## config.mk

```make
export PLATFORM = sky130hd
export DESIGN_NAME = regfile_sb
export DESIGN_NICKNAME = d
export VERILOG_FILES = /design/src/rtl/rf_pkg.sv /design/src/rtl/rf_scoreboard.sv /design/src/rtl/regfile_sb.sv
export SDC_FILE = /design/constraint.sdc
export NUM_CORES = 2
export LEC_CHECK = 0
export BUFFER_PORTS_ARGS = -buffer_cell sky130_fd_sc_hd__buf_4
export CAP_MARGIN = 10
export CORE_MARGIN = 1
export CORE_UTILIZATION = 35
export CTS_CLUSTER_SIZE = 14
export DETAILED_ROUTE_END_ITERATION = 6
export PLACE_DENSITY = 0.57
export SLEW_MARGIN = 20
export SYNTH_ARGS = -nofsm -noshare
export SYNTH_HDL_FRONTEND = slang
export SYNTH_SLANG_ARGS = --single-unit
```

## constraint.sdc

```tcl
create_clock -name clk -period 95.6 [get_ports clk]
set_clock_uncertainty 0.05 [all_clocks]
set_input_delay 28.68 -clock clk [delete_from_list [all_inputs] [get_ports clk]]
set_output_delay 28.68 -clock clk [all_outputs]
set_load 0.01 [all_outputs]
```

## src/rtl/rf_pkg.sv

```systemverilog
// Shared constants for the integer register file and its scoreboard.
// ABI register numbers and reset defaults live here.
package rf_pkg;

    localparam int XLEN_DEF = 32;

    localparam int REG_ZERO = 0;
    localparam int REG_SP   = 2;
    localparam int REG_GP   = 3;

    localparam logic [31:0] SP_INIT_DEF = 32'h7fffeffc;
    localparam logic [31:0] GP_INIT_DEF = 32'h10008000;

endpackage

```

## src/rtl/rf_scoreboard.sv

```systemverilog
// Pending-write scoreboard: one bit per register marks an in-flight
// producer; a new issue beats a completing write, flush beats both.
module rf_scoreboard
    import rf_pkg::*;
#(
    parameter  int NREGS  = 32,
    parameter  int NREAD  = 2,
    parameter  int BYPASS = 1,
    localparam int AW     = $clog2(NREGS)
) (
    input  logic                clk,
    input  logic                reset,
    input  logic                we,
    input  logic [AW-1:0]       waddr,
    input  logic                iss_valid,
    input  logic [AW-1:0]       iss_rd,
    input  logic                flush,
    input  logic [NREAD*AW-1:0] raddr,
    output logic [NREGS-1:0]    pend,
    output logic [NREAD-1:0]    rbusy
);

    logic [NREGS-1:0] pend_nxt;
    logic [AW-1:0]    ra;

    // Per-register next state: set wins over clear; x0 never pending.
    always_comb begin
        pend_nxt = pend;
        for (int i = 1; i < NREGS; i++) begin
            if (iss_valid && iss_rd == AW'(i)) begin
                pend_nxt[i] = 1'b1;
            end else if (we && waddr == AW'(i)) begin
                pend_nxt[i] = 1'b0;
            end
        end
        pend_nxt[REG_ZERO] = 1'b0;
    end

    // Pending vector register; flush wipes every in-flight producer.
    always_ff @(posedge clk or posedge reset) begin
        if (reset) begin
            pend <= '0;
        end else if (flush) begin
            pend <= '0;
        end else begin
            pend <= pend_nxt;
        end
    end

    // Busy per read port; with bypass a completing write unblocks now.
    always_comb begin
        rbusy = '0;
        ra    = '0;
        for (int k = 0; k < NREAD; k++) begin
            ra = raddr[k*AW +: AW];
            rbusy[k] = pend[ra] &
                       ~((BYPASS != 0) & we & (waddr == ra));
        end
    end

endmodule

```

## src/rtl/regfile_sb.sv

```systemverilog
// Integer register file with asynchronous read ports, one write port,
// optional write-to-read bypass and a pending-write scoreboard.
module regfile_sb
    import rf_pkg::*;
#(
    parameter  int               XLEN    = XLEN_DEF,
    parameter  int               NREGS   = 32,
    parameter  int               NREAD   = 2,
    parameter  logic [XLEN-1:0]  SP_INIT = SP_INIT_DEF,
    parameter  logic [XLEN-1:0]  GP_INIT = GP_INIT_DEF,
    parameter  int               BYPASS  = 1,
    localparam int               AW      = $clog2(NREGS)
) (
    input  logic                  clk,
    input  logic                  reset,
    input  logic                  we,
    input  logic [AW-1:0]         waddr,
    input  logic [XLEN-1:0]       wdata,
    input  logic [NREAD*AW-1:0]   raddr,
    output logic [NREAD*XLEN-1:0] rdata,
    output logic [NREAD-1:0]      rbusy,
    input  logic                  iss_valid,
    input  logic [AW-1:0]         iss_rd,
    input  logic                  flush,
    output logic [NREGS-1:0]      pend
);

    logic [XLEN-1:0] rf [NREGS];
    logic [AW-1:0]   ra;

    // Data array: ABI reset values, writes to x0 are dropped.
    always_ff @(posedge clk or posedge reset) begin
        if (reset) begin
            for (int i = 0; i < NREGS; i++) begin
                rf[i] <= '0;
            end
            rf[REG_SP] <= SP_INIT;
            rf[REG_GP] <= GP_INIT;
        end else if (we && waddr != AW'(REG_ZERO)) begin
            rf[waddr] <= wdata;
        end
    end

    // Read muxes: x0 reads zero, then bypass, then the array.
    always_comb begin
        rdata = '0;
        ra    = '0;
        for (int k = 0; k < NREAD; k++) begin
            ra = raddr[k*AW +: AW];
            if (ra == AW'(REG_ZERO)) begin
                rdata[k*XLEN +: XLEN] = '0;
            end else if (BYPASS != 0 && we && waddr == ra) begin
                rdata[k*XLEN +: XLEN] = wdata;
            end else begin
                rdata[k*XLEN +: XLEN] = rf[ra];
            end
        end
    end

    rf_scoreboard #(
        .NREGS  (NREGS),
        .NREAD  (NREAD),
        .BYPASS (BYPASS)
    ) u_sb (
        .clk       (clk),
        .reset     (reset),
        .we        (we),
        .waddr     (waddr),
        .iss_valid (iss_valid),
        .iss_rd    (iss_rd),
        .flush     (flush),
        .raddr     (raddr),
        .pend      (pend),
        .rbusy     (rbusy)
    );

endmodule

```

==> run_results.csv <==
group,metric,value,unit
floorplan,die_h,404.5,um
worst_hold_path,hold_depth,0,
clocking,postCtsResizedCells,0,
setup_path,cp-end-kind,"primary output",
setup_path,reg2reg_from,"u_sb.pend[10]",
clocking,post_cts_buffers,0,
finish,nets,3841,
global_routing,antenna_found_initial,14,
finish,drive_above_1_share,49.90,%
sta,hold_viol,0,
synth,synth-xor-area-share,0.1545,%
global_routing,grt_pass1_vias,37430,
synth,ys_warn_count,0,
sta,layout_setup_ws,33.68,ns
setup_path,cpMostUsedCell,"buf_4",
synth,syn_area,56690,um2
worst_hold_path,min_to,"rf[1008]",
finish,multi_input_area,28350,um2
synth,synth_top_family_by_area,"multiplexers",
synth,ys_types,55,
sta,tns,0,ns
clocking,cts_root_buffer,"clkbuf_16",
worst_hold_path,hold_path_startpoint,"rf[1008]",
floorplan,core-area,160800,um2
finish,fillers,15080,
finish,syn2layout_area_growth,11.83,%
synth,synth_compound_gate_area_share,5.239,%
setup_path,crit_chain,"buf_8 > buf_4 > buf_12 > buf_4 > mux4_2 > mux2_2 > a21oi_1 > a31oi_1 > buf_4",
route,wl_per_cell,32.18,um
sta,period_share,64.77,%
synth,synth_area_per_cell,14.65,um2
setup_path,max_stage_delay,0.76,ns
sta,relSlewSlack,20.36,%
synth,synth-seq-cells,1055,
placement,place.port_buffers,153,
setup_path,rr_endpoint,"u_sb.pend[10]",
global_routing,grt_usage,23.80,%
route,ant_nets,0,
placement,place_hpwl,110000,um
clocking,cts_buffers,117,
floorplan,die_width,404.5,um
synth,synthAdderAreaFrac,0,%
setup_path,crit_fanout,92,
synth,syn_nets,3926,
route,drtPass1Iterations,5,
synth,synthMuxAreaShare,42.09,%
sta,setup_viol,0,
setup_path,crit_path_start,"raddr[5]",
pwr,power.leakage,27.15,nW
floorplan,ios,155,
sta,worst_pin_slew,1.192,ns
setup_path,cp.required,66.87,ns
pwr,clockPowerShare,35.3,%
setup_path,rr_worst_depth,2,
pwr,power_density,20.81,nW/um2
setup_path,slowest_stage,"buf_4",
clocking,cts_tree,"yes",
clocking,clkTransAtPathRegs,0.06,ns
clocking,clockBufferDepth,3,
worst_hold_path,hold_path.class,"reg2reg",
floorplan,die_area,163600,um2
synth,ys_seq_area_share,46.63,%
sta,drv_slew,0,
setup_path,cp.arrival,33.19,ns
pwr,p_seq_share,44.8,%
clocking,insertion_delay,0.75,ns
status,outcome,"complete, no violations",
sta,min_period,61.92,ns
floorplan,start_util,35.27,%
global_routing,gr-total-overflow,0,
setup_path,start_kind,"primary input",
floorplan,placement_rows,147,
pwr,power,1.319,mW
setup_path,rrSetupSlack,94.71,ns
synth,synth_cells,3869,
sta,max_freq,16.15,MHz
route,routed_wl,194900,um
placement,gp_congestion,0.8127,
global_routing,grt_max_degree,162,
setup_path,cp_num_buf_inv,5,
pwr,p_sw_share,27.54,%
setup_path,worstSetupPathType,"in2out",
route,drt_iter0_drc,3500,
synth,async_flop_share,100.0,%
run,drv_cap,0,
setup_path,cp_top_family,"buffers and inverters",
pwr,internal-power,0.9559,mW
global_routing,grt_pass1_wl,280000,um
clocking,cts_hold_buf,0,
sta,grt_setup_unrepaired,"false",
pwr,p_switching,0.3633,mW
placement,dp_slack,33.67,ns
clocking,htreeDepth,3,
synth,synthSimpleGateAreaFrac,2.041,%
finish,final_common_cell,"dfrtp_1",
pwr,vdd_drop_max,0.00001488,V
finish,regArea,26440,um2
synth,synthFlopType,"dfrtp_1",
route,routed-via-count,36910,
route,drc,0,
pwr,p_comb_share,19.9,%
route,post_drt_via_cell_ratio,6.095,
clocking,numClockSinks,1055,
finish,mostFrequentLayoutCells,"dfrtp_1, mux2_2, mux4_2",
synth,synth_edf_count,0,
-- how the worst max path moves through the flow --
stage	to	slack (ns)	depth (start not counted)
floorplan	rdata[10]	36.54	7
global placement	rdata[50]	33.64	9
detailed placement	rdata[50]	33.67	9
CTS	rdata[50]	33.66	9
global route	rdata[50]	33.44	9
finish	rdata[50]	33.68	9
-- logic make-up after synthesis --
family,after synthesis
AO/OA/AOI/OAI,410
other,1
AND/OR/NAND/NOR,253
XOR/XNOR,10
flip-flops,1055
multiplexers,1689
buffers and inverters,451
-- worst register-to-register path, stage by stage, from the launching register on --
cell and delay, ns:
dfrtp_1 0.44, a22oi_1 0.21, nor2_1 0.07
-- Yosys cell counts, types with 35 or more instances --
master,n,area share (%)
a21oi_1,50,0.44
a22oi_1,126,1.7
buf_2,169,1.5
buf_4,35,0.46
clkbuf_1,208,1.4
dfrtp_1,1025,45
mux2_1,41,0.81
mux2_2,960,19
mux2i_1,232,4.1
mux4_2,456,18
nand2_1,80,0.53
nor2_1,95,0.63
o22ai_1,65,0.72
-- flip-flops by register name, summed over array words and instances (netlist names) --
register	cells
rf	1024
u_sb.pend	31
-- per-layer routing --
layer  part of all wire [%]  global-route usage (%)
met2                     47                   36.89
met3                    7.1                   4.330
met5                      0                       0
met1                     43                   33.31
met4                    3.7                   8.699
-- power by group through the flow --
stage                     clock network (mW)  registers (mW)  logic [mW]
final                                  0.466           0.591       0.262
after global routing                   0.493           0.601       0.281
after CTS                              0.474           0.588       0.264
after detailed placement                   0           0.596       0.263
after global placement                     0           0.592       0.259
after floorplan                            0           0.578       0.206
-- cell type report --
cell class | instances | area share [%]
timing repair buffer | 243 | 3.041
antenna | 8 | 0.03158
sequential | 1055 | 41.70
clock buffer | 180 | 5.530
inverter | 4 | 0.03552
clock inverter | 43 | 0.6808
tap | 2160 | 4.263
multi-input combinational | 2363 | 44.72
-- per-stage QoR --
step                      util (%)  hold WS, ns  cells  cell area (um2)
after detailed placement     36.97       0.3336   5825            59440
after CTS                    39.42       0.3477   6048            63370
after floorplan                  -       0.3913   3869            56690
after global routing         39.43       0.3552   6052            63390
after global placement       36.97       0.3265   5825            59430
final                        39.44       0.3462   6056            63400
Power figures use the tool's default switching activity.
